`config.mk`:
```
export PLATFORM = sky130hd
export DESIGN_NAME = rs_rx_core
export DESIGN_NICKNAME = d
export VERILOG_FILES = /design/src/rtl/rs_rx_core.sv
export SDC_FILE = /design/constraint.sdc
export NUM_CORES = 1
export LEC_CHECK = 0
export BUFFER_PORTS_ARGS = -buffer_cell sky130_fd_sc_hd__clkbuf_2
export CAP_MARGIN = 20
export CORE_ASPECT_RATIO = 1.25
export CORE_MARGIN = 2
export CORE_UTILIZATION = 38
export DETAILED_ROUTE_END_ITERATION = 12
export GPL_ROUTABILITY_DRIVEN = 0
export MAX_ROUTING_LAYER = met4
export PLACE_DENSITY_LB_ADDON = 0.12
export SETUP_SLACK_MARGIN = 0.15
export SLEW_MARGIN = 20
export SYNTH_ARGS = -nofsm -noshare
export SYNTH_HDL_FRONTEND = slang
export SYNTH_SLANG_ARGS = --single-unit
```
`constraint.sdc`:
```
create_clock -name F50Clk -period 7.3 [get_ports F50Clk]
set_clock_uncertainty 0.2 [all_clocks]
set_input_delay 1.46 -clock F50Clk [delete_from_list [all_inputs] [get_ports F50Clk]]
set_output_delay 1.46 -clock F50Clk [all_outputs]
set_load 0.005 [all_outputs]
```
`src/rtl/rs_rx_core.sv`:
```
// rs_rx_core: 8N1 asynchronous serial receiver.
//
// Purpose
//   Synchronizes the RxD line and detects a start bit on a falling edge.
//   It confirms the start bit at mid-bit, then samples 8 data bits (LSB first)
//   and the stop bit at one-bit-period spacing. A good frame is presented on
//   RxData/RxReady. A stop bit sampled low gives a FrameErr pulse instead.
//
// Ports
//   F50Clk      in   1  50 MHz system clock, rising edge
//   reset_n     in   1  asynchronous active-low reset
//   BitRateSel  in   4  bit-rate select (registered; latched per frame)
//   RxD         in   1  asynchronous serial line, idle high
//   RxAck       in   1  consumer acknowledge, clears RxReady
//   RxData      out  8  last correctly framed byte
//   RxReady     out  1  high while RxData holds an unacknowledged byte
//   FrameErr    out  1  one-cycle pulse on a low stop bit
//   OvrErr      out  1  one-cycle pulse when a good byte overwrites an unread one
module rs_rx_core #(
   parameter int SYNC_STAGES = 2
) (
   input  logic       F50Clk,
   input  logic       reset_n,
   input  logic [3:0] BitRateSel,
   input  logic       RxD,
   input  logic       RxAck,
   output logic [7:0] RxData,
   output logic       RxReady,
   output logic       FrameErr,
   output logic       OvrErr
);

   typedef enum logic [1:0] {IDLE, START, DATA, STOP} state_t;

   state_t                 state_q, state_d;
   logic [3:0]             sel_q;
   logic [SYNC_STAGES-1:0] sync_q;
   logic                   s_rxd;
   logic                   prev_q;
   logic                   fall;
   logic [14:0]            per_sel;
   logic [14:0]            cnt_q, cnt_d;
   logic [14:0]            per_q, per_d;
   logic [14:0]            half_q, half_d;
   logic [2:0]             bit_q, bit_d;
   logic [7:0]             shift_q, shift_d;
   logic [7:0]             data_q, data_d;
   logic                   ready_q, ready_d;
   logic                   ferr_q, ferr_d;
   logic                   ovr_q, ovr_d;

   // Input conditioning: the synchronizer resets to the idle (high) level.
   // This means a reset can only be followed by a frame after a real 1->0 edge.
   always_ff @(posedge F50Clk or negedge reset_n) begin
      if (!reset_n) begin
         sync_q <= '1;
         prev_q <= 1'b1;
         sel_q  <= 4'h3;
      end else begin
         sync_q <= {sync_q[SYNC_STAGES-2:0], RxD};
         prev_q <= s_rxd;
         sel_q  <= BitRateSel;
      end
   end

   assign s_rxd = sync_q[SYNC_STAGES-1];
   assign fall  = prev_q & ~s_rxd;

   // Bit period in clock cycles for the registered rate select
   always_comb begin
      case (sel_q)
         4'h1:    per_sel = 15'd20833;
         4'h2:    per_sel = 15'd10416;
         4'h3:    per_sel = 15'd5208;
         4'h4:    per_sel = 15'd2604;
         4'h5:    per_sel = 15'd1302;
         4'h6:    per_sel = 15'd868;
         4'h7:    per_sel = 15'd434;
         4'h8:    per_sel = 15'd217;
         4'h9:    per_sel = 15'd108;
         4'hA:    per_sel = 15'd54;
         4'hF:    per_sel = 15'd8;
         default: per_sel = 15'd5208;
      endcase
   end

   // Receive FSM. The counter restarts at every sample point and stops at its
   // target minus one. It therefore never exceeds P-1, and P and H are frozen
   // at start detection so a rate change cannot disturb a frame in flight.
   // A load takes priority over an acknowledge in the same cycle, so
   // RxReady stays set for the new byte.
   always_comb begin
      state_d = state_q;
      cnt_d   = cnt_q;
      per_d   = per_q;
      half_d  = half_q;
      bit_d   = bit_q;
      shift_d = shift_q;
      data_d  = data_q;
      ready_d = ready_q;
      ferr_d  = 1'b0;
      ovr_d   = 1'b0;

      if (RxAck) begin
         ready_d = 1'b0;
      end

      case (state_q)
         IDLE: begin
            if (fall) begin
               state_d = START;
               cnt_d   = 15'd0;
               per_d   = per_sel;
               half_d  = per_sel >> 1;
            end
         end
         START: begin
            if (cnt_q == half_q - 15'd1) begin
               cnt_d = 15'd0;
               bit_d = 3'd0;
               if (s_rxd) begin
                  state_d = IDLE;
               end else begin
                  state_d = DATA;
               end
            end else begin
               cnt_d = cnt_q + 15'd1;
            end
         end
         DATA: begin
            if (cnt_q == per_q - 15'd1) begin
               cnt_d   = 15'd0;
               shift_d = {s_rxd, shift_q[7:1]};
               bit_d   = bit_q + 3'd1;
               if (bit_q == 3'd7) begin
                  state_d = STOP;
               end
            end else begin
               cnt_d = cnt_q + 15'd1;
            end
         end
         STOP: begin
            if (cnt_q == per_q - 15'd1) begin
               cnt_d   = 15'd0;
               state_d = IDLE;
               if (s_rxd) begin
                  data_d  = shift_q;
                  ready_d = 1'b1;
                  ovr_d   = ready_q & ~RxAck;
               end else begin
                  ferr_d = 1'b1;
               end
            end else begin
               cnt_d = cnt_q + 15'd1;
            end
         end
         default: state_d = IDLE;
      endcase
   end

   always_ff @(posedge F50Clk or negedge reset_n) begin
      if (!reset_n) begin
         state_q <= IDLE;
         cnt_q   <= 15'd0;
         per_q   <= 15'd0;
         half_q  <= 15'd0;
         bit_q   <= 3'd0;
         shift_q <= 8'h00;
         data_q  <= 8'h00;
         ready_q <= 1'b0;
         ferr_q  <= 1'b0;
         ovr_q   <= 1'b0;
      end else begin
         state_q <= state_d;
         cnt_q   <= cnt_d;
         per_q   <= per_d;
         half_q  <= half_d;
         bit_q   <= bit_d;
         shift_q <= shift_d;
         data_q  <= data_d;
         ready_q <= ready_d;
         ferr_q  <= ferr_d;
         ovr_q   <= ovr_d;
      end
   end

   assign RxData   = data_q;
   assign RxReady  = ready_q;
   assign FrameErr = ferr_q;
   assign OvrErr   = ovr_q;

endmodule

```
==> results.md, run 1 <==
- The post-route netlist has 14.83% of its cells at a drive strength greater than 1.
- Post-CTS timing repair inserted 0 buffers for setup.
- The number of nets in the synthesized netlist is 464.
- From synthesis to final layout, the design area changed by 11.56%.
- The number of enable flip-flop cells after synthesis is 0.
- Power spread over the standard cell area amounts to 361.6 nW/um^2.
- The switching share of power is 38.96%.
- The number of global-route vias before repair is 2,922.
- The critical path startpoint is per_q[1]$_DFFE_PN0P_.
- The worst setup path is of the reg -> reg kind.
- For this configuration, the core starts out at a cell density of 38.75%.
- The cell accounting for the most synthesized area is sky130_fd_sc_hd__dfrtp_1.
- The end of the worst register-to-register path is cnt_q[10]$_DFFE_PN0P_.
- The count of final setup violators is 0.
- Detailed placement finished with a half-perimeter wire length of 6.444 mm.
- The initial detailed-routing violation count is 172.
- Across the VDD grid, the largest voltage drop is 0.1505 mV.
- The remaining global-route overflow is 0.
- After detailed routing, the average wire length per cell comes to 15.21 um.
- Sequential elements use 39.54% of the synthesized area.
- The flow ran to the end, and the final reports show no timing, DRC or antenna violations.
- The logic depth of the worst register-to-register path is 11.
- The dominant delay contributor by cell family on the critical path is simple AND/OR/NAND/NOR gates.
- At the pin with the least slew margin, the transition time is 0.8975 ns.
- The average cell area after synthesis is 8.730 um^2.
- The maximum number of pins on one net before global-route repair is 62.
- The overall power after layout is 0.001564 W.
- The die width is 94.34 um.
- The data arrival time of the critical path is 3.55 ns.
- The switching power total is 0.0006093 W.
- The required time reported for the critical path endpoint is 7.27 ns.
- The total via count after detailed routing is 3,074.
- In this run, post-CTS hold repair placed 0 buffers.
- The top cell type's share of synthesized area is 36.15%.
- For this run, the detailed router's first-pass iteration total came to 4.
- The worst hold path begins at sync_q[0]$_DFF_PN1_.
- The count of unique library cells instantiated by Yosys is 52.
- For this run, design rule violations remaining after detail routing come to 0.
- The global-route wire length before repair is 14.66 mm.
- Registers are responsible for 34.5% of the overall power.
- The number of buffers and inverters on the critical path is 2.
- Summing every instance area after synthesis gives 3876 um^2.
- The worst register-to-register path begins at per_q[1]$_DFFE_PN0P_.
- The max-capacitance violation count is 0.
- The cell internal power dissipation is 0.0009545 W.
- The delay of the slowest cell on the worst path is 0.59 ns.
- The buffer cell driving the clock tree root is sky130_fd_sc_hd__clkbuf_16.
- In the global route stage, overall resource usage came out at 17.73%.
- For this run, asynchronously set or reset flops after synthesis account for 100.0%.
- The clock tree from TritonCTS is yes.
- The leakage dissipation is 1.871 nW.
- The count of pins on the block boundary is 19.
- The clock slew seen by the registers of the worst setup and hold paths is 0.05 ns.
- The number of clock buffers added by TritonCTS is 9.
- Once detail routing completed, the nets flagged for antenna violations numbered 0.
- In this run the standard cell core region covers 10,000 um^2.
- The worst setup path is captured at a flip-flop.
- The path class of the lowest-slack min-delay path is reg -> reg.
- The post-cts resize count is 0.
- For this design, the sink count on the clock tree is 61.
- The detail-routed via count per cell is 5.355.
- The initial antenna violation count is 0.
- Counting the fill cells in the layout gives 1,008.
- The cell count after synthesis came out at 444.
- The routed design could run at a clock period as short as 3.578 ns.
- The H-tree was split into 3 levels.
- After floorplanning, the core was divided into 41 placement rows.
- Sorting the synthesized cells by area gives the leading types as sky130_fd_sc_hd__dfrtp_1 36%, sky130_fd_sc_hd__nand2_1 6.5%, sky130_fd_sc_hd__xnor2_1 5.9%.
- The count of antenna diodes in the layout is 0.
- The maximum fanout count along the critical path is 14.
- In this run the tightest slew margin relative to its limit is 40.02%.
- The wire length after detailed routing is 8.732 mm.
- Summed over all failing endpoints, the final setup total negative slack is 0 ns.
- The number of pins with negative max-slew slack in the final report is 0.
- The later pin in the worst-skew pair is clocked with a latency of 0.33 ns.
- The number of hold violations in the final report is 0.
- The worst setup path is launched from a flip-flop.
- The worst hold path was traced through 0 stages.
- The signal on the critical path passes through inv_1, ha_1, nor2b_1, and2_1, a22oi_1, o2111ai_1, nor4_1, a31oi_1, buf_4, nor2_1, o211ai_1.
- The maximum frequency from static timing analysis is 0.2795 GHz.
- The most used flip-flop cell after synthesis is sky130_fd_sc_hd__dfrtp_1.
- The count of buffers added on input and output ports is 18.
- The worst-case hold path end point is sync_q[1]$_DFF_PN1_.
- The die is 116.9 um tall.
- The logic gate share of total power is 36.1%.
- Leaving out fill and tap cells, the most frequent cells in the layout are 67 x sky130_fd_sc_hd__nand2_1, 56 x sky130_fd_sc_hd__dfrtp_1, 33 x sky130_fd_sc_hd__nor2_1.
- The maximum buffer depth of the clock tree is 2.
- After synthesis the netlist holds a flip-flop and latch count of 61.
- Among all stages on the critical path, the largest delay is contributed by sky130_fd_sc_hd__nor2_1.
- The Yosys step of the flow raised 0 warnings.
- The worst setup slack for register-to-register paths is 3.72 ns.
- The final critical path takes up 49.01% of the cycle.
- Setup repair after global routing left no endpoint under its margin.
- The leading cell type in the layout, fill and taps excluded is sky130_fd_sc_hd__nand2_1.
- The die covers 11,030 um^2.
- The share of total power dissipated in the clock network is 29.4%.
- In the final design database the tool counted 460 nets.
-- per-stage QoR --
step / std cells / utilization (%) / hold slack (ns) / setup slack [ns] / instance area, um^2
finish: 574 / 43.23 / 0.1560 / 3.722 / 4324
global route: 574 / 43.23 / 0.1585 / 3.299 / 4324
CTS: 574 / 43.23 / 0.1578 / 3.715 / 4324
detailed placement: 558 / 39.96 / 0.1479 / 3.736 / 3998
global placement: 558 / 39.96 / 0.1463 / 3.869 / 3998
floorplan: 444 / - / 0.1452 / 4.336 / 3876
-- cell usage after synthesis, types with 3 or more instances --
cell	count
sky130_fd_sc_hd__a211oi_1	3
sky130_fd_sc_hd__a21oi_1	8
sky130_fd_sc_hd__a31oi_1	6
sky130_fd_sc_hd__and3_1	3
sky130_fd_sc_hd__buf_2	5
sky130_fd_sc_hd__clkbuf_1	27
sky130_fd_sc_hd__dfrtp_1	56
sky130_fd_sc_hd__dfstp_2	5
sky130_fd_sc_hd__ha_1	12
sky130_fd_sc_hd__inv_1	14
sky130_fd_sc_hd__mux2_2	16
sky130_fd_sc_hd__mux2i_1	6
sky130_fd_sc_hd__nand2_1	67
sky130_fd_sc_hd__nand3_1	20
sky130_fd_sc_hd__nand4_1	5
sky130_fd_sc_hd__nor2_1	33
sky130_fd_sc_hd__nor2b_1	7
sky130_fd_sc_hd__nor3_1	12
sky130_fd_sc_hd__nor4_1	7
sky130_fd_sc_hd__nor4_4	3
sky130_fd_sc_hd__o211ai_1	9
sky130_fd_sc_hd__o21ai_0	28
sky130_fd_sc_hd__o21ai_1	6
sky130_fd_sc_hd__o22ai_1	5
sky130_fd_sc_hd__o31ai_1	6
sky130_fd_sc_hd__or3_1	4
sky130_fd_sc_hd__xnor2_1	26
sky130_fd_sc_hd__xor2_1	13
-- routing by layer --
layer / vias up / wire [um] / global-route usage [%]
met1: 1495 / 3912 / 21.23
li1: 1529 / - / -
met5: - / 0 / -
met4: 0 / 199 / 7.923
met2: 38 / 4416 / 28.90
met3: 12 / 203 / 3.649
-- sequential cells by signal (all words and copies together) (netlist names), named ones only --
register and cells:
OvrErr 1, shift_q 8, prev_q 1, sync_q 2
state_q 1, bit_q 3, cnt_q 15, sel_q 4
RxData 8, RxReady 1, FrameErr 1, per_q 15
-- worst max-delay path by stage --
stage                       endpoint  slack (ns)  cells past startpoint
3_3_place_gp    cnt_q[4]$_DFFE_PN0P_        3.87                     11
2_1_floorplan  RxData[0]$_DFFE_PN0P_        4.34                     10
3_5_place_dp   cnt_q[10]$_DFFE_PN0P_        3.74                     11
6_report       cnt_q[10]$_DFFE_PN0P_        3.72                     11
5_1_grt         cnt_q[7]$_DFFE_PN0P_        3.30                     10
4_1_cts        cnt_q[10]$_DFFE_PN0P_        3.72                     11
-- cell families (layout without fill, tap and decap cells) --
logic type | after synthesis | in the layout | share of synthesized area (%)
compound gates | 84 | 84 | 13.49
simple gates | 175 | 175 | 22.60
buf+inv | 51 | 52 | 5.487
fa+ha+maj | 12 | 12 | 3.873
xor+xnor | 39 | 39 | 8.812
flops | 61 | 61 | 39.54
mux | 22 | 22 | 6.198
-- cell type report --
type	instances	area [um^2]	share of cell area (%)
tap	129	161.4	3.733
clock inverter	4	70.07	1.620
inverter	14	52.55	1.215
sequential	61	1533	35.45
multi-input combinational	332	2131	49.28
clock buffer	12	256.5	5.932
timing repair buffer	22	120.1	2.778
-- power groups by stage --
stage / sequential [W] / clock [W] / combinational, W
finish: 0.000539 / 0.000460 / 0.000565
global route: 0.000557 / 0.000488 / 0.000643
CTS: 0.000541 / 0.000472 / 0.000569
detailed placement: 0.000547 / 0 / 0.000567
global placement: 0.000547 / 0 / 0.000560
floorplan: 0.000439 / 0 / 0.000547
Note: power is estimated with default switching activity, not from simulation.
==> run 2, diff against run 1 <==
- clock period: 7.3 -> 3.1 ns (I/O delays scaled with it)
==> run 2 against run 1 <==
Final cell count increased by 5.1%; final area increased by 7.4%; sequential share of layout area decreased by 2.4 points; sequential power increased by 130%; fmax increased by 26%; largest cell class unchanged.
==> results.md, run 2 (same netlist as run 1, synthesis figures left out) <==
- The wire length after detailed routing is 9.490 mm.
- The source-to-sink clock delay at the later pin of the worst-skew pair is 0.33 ns.
- The initial antenna violation count came to 0.
- The number of hold violations in the final report is 0.
- The path class of the tightest hold or removal check is in -> async.
- For the worst setup path, the data required time is 3.11 ns.
- Setup repair after global routing left no endpoint under its margin.
- The final standard cell utilization of the core is 46.43%.
- The count of antenna diodes in the layout is 0.
- By startpoint and endpoint, the worst setup path is classified as reg -> reg.
- The clock sink total is 61.
- The critical path startpoint category is a flip-flop.
- The number of nets in the layout is 489.
- For this run, design rule violations remaining after detail routing come to 0.
- The leading cell type in the layout, fill and taps excluded is sky130_fd_sc_hd__nand2_1.
- The area growth from synthesis to layout is 19.82%.
- VDD sags by at most 0.4605 mV.
- The remaining global-route overflow is 0.
- The initial utilization of the core area, before any placement, comes to 38.75%.
- The count of final setup violators is 0.
- The total power density per cell area is 870.7 nW/um^2.
- The detailed-router iteration count before antenna repair is 4.
- Entering global routing, the biggest net connects 32 pins.
- The detail-routed via count per cell is 5.275.
- The clock slew seen by the registers of the worst setup and hold paths is 0.05 ns.
- The final critical path takes up 91.72% of the cycle.
- The clock tree from TritonCTS is yes.
- The data arrival time of the critical path is 2.86 ns.
- The number of global-route vias before repair is 2,979.
- The buffer cell driving the clock tree root is sky130_fd_sc_hd__clkbuf_16.
- The global-route wire length before repair is 15.41 mm.
- The detailed router finished its first iteration with 158 violations.
- The CTS buffer count is 9.
- The routed layout has 3,181 vias.
- The routed wirelength normalized by instance count is 15.74 um.
- The largest registers in the layout are cnt_q x15, per_q x15.
- The maximum buffer depth of the clock tree is 2.
- The routed design could run at a clock period as short as 2.843 ns.
- The relative slew slack is 51.66%.
- For this run, the top clock speed supported by timing is 0.3517 GHz.
- The total track usage is 19.01%.
- The core area is 10,000 um^2.
- Of all nets on the critical path, the largest fanout is 8.
- The die is 116.9 um tall.
- The floorplan has 41 rows.
- Across the run, the number of max-cap violations was 0.
- In the final timing run, aggregate negative setup slack is 0 ns.
- The H-tree was split into 3 levels.
- The count of pins on the block boundary is 19.
- Buffers inserted to repair hold after CTS numbered 0.
- The top cell types in the final layout, fill and taps aside, are 67 x sky130_fd_sc_hd__nand2_1, 53 x sky130_fd_sc_hd__dfrtp_1, 32 x sky130_fd_sc_hd__nor2_1.
- The count of input and output buffers is 18.
- The die width is 94.34 um.
- The overall power after layout is 0.004044 W.
- The share of layout cells above drive strength 1 is 23.84%.
- The number of nets still failing antenna checks after routing is 0.
- The worst setup path is captured at a flip-flop.
- The flow ran to the end, and the final reports show no timing, DRC or antenna violations.
- At the pin with the least slew margin, the transition time is 0.7234 ns.
- The number of pins with negative max-slew slack in the final report is 0.
- In this run the static leakage power is 2.013 nW.
- The area of the die is 11,030 um^2.
- After legalization and detailed placement, the total HPWL measured 7.168 mm.
run 2: cell count changes in the layout (fill, tap and decap cells not counted), sizes merged:
cell and delta:
bufinv -1, buf +30, clkinvlp +3, clkbuf -3
run 2: final timing paths:
check,startpoint,endpoint,slack (ns),depth (start not counted)
setup reg to reg,per_q[3]$_DFFE_PN0P_,RxData[5]$_DFFE_PN0P_,0.26,8
hold / removal,reset_n,RxData[0]$_DFFE_PN0P_,0.15,1
min in group F50Clk,sync_q[0]$_DFF_PN1_,sync_q[1]$_DFF_PN1_,0.16,0
max in group asynchronous,reset_n,per_q[6]$_DFFE_PN0P_,1.92,2
hold reg to reg,sync_q[0]$_DFF_PN1_,sync_q[1]$_DFF_PN1_,0.16,0
setup / recovery,per_q[3]$_DFFE_PN0P_,RxData[5]$_DFFE_PN0P_,0.26,8
run 2: per-layer routing:
layer | global-route usage (%) | wire (um) | vias to the layer above
met2 | 32.52 | 5068 | 61
met4 | 8.599 | 257 | 0
li1 | - | - | 1590
met1 | 21.11 | 3876 | 1515
met3 | 4.417 | 287 | 15
met5 | - | 0 | -
run 2: final cells by class:
cell class | count | area (um^2)
Clock buffer | 10 | 239.0
Clock inverter | 6 | 62.56
Fill cell | 973 | 5359
Inverter | 14 | 52.55
Multi-Input combinational cell | 332 | 2235
Sequential cell | 61 | 1536
Tap cell | 129 | 161.4
Timing Repair Buffer | 51 | 357.8
run 2: report_power, final:
| group | switching, W | internal [W] | leakage [nW] | total, W |
|---|---|---|---|---|
| logic | 0.000986 | 0.000837 | 1.07 | 0.00182 |
| clock network | 0.000358 | 0.000640 | 0.140 | 0.000998 |
| registers | 0.000291 | 0.000932 | 0.799 | 0.00122 |
run 2: worst max-delay path, stage by stage, from the launching register on:
cell,delay (ns)
sky130_fd_sc_hd__dfrtp_2,0.48
sky130_fd_sc_hd__nor4_4,0.36
sky130_fd_sc_hd__buf_4,0.18
sky130_fd_sc_hd__nand4_1,0.10
sky130_fd_sc_hd__o31ai_1,0.29
sky130_fd_sc_hd__o21a_1,0.24
sky130_fd_sc_hd__and3_4,0.21
sky130_fd_sc_hd__and4_4,0.30
sky130_fd_sc_hd__mux2_2,0.36
run 2: per-stage QoR:
step                cell area [um^2]  instances  hold slack (ns)  setup slack [ns]
finish                          4644        603           0.1454            0.2566
global route                    4644        603           0.1552            0.1060
CTS                             4483        595           0.1509            0.1493
detailed placement              4174        579           0.1498           0.04686
global placement                4174        579           0.1467           0.03223
floorplan                       3882        444           0.1244            0.1666
run 2: what timing repair did:
action / in CTS / in global routing
hold endpoints to repair: 0 / 0
setup buffers: 0 / 7
pin swaps: 1 / 14
endpoints found under the setup margin: 26 / 25
gates cloned: 0 / 1
resized for setup: 3 / 28
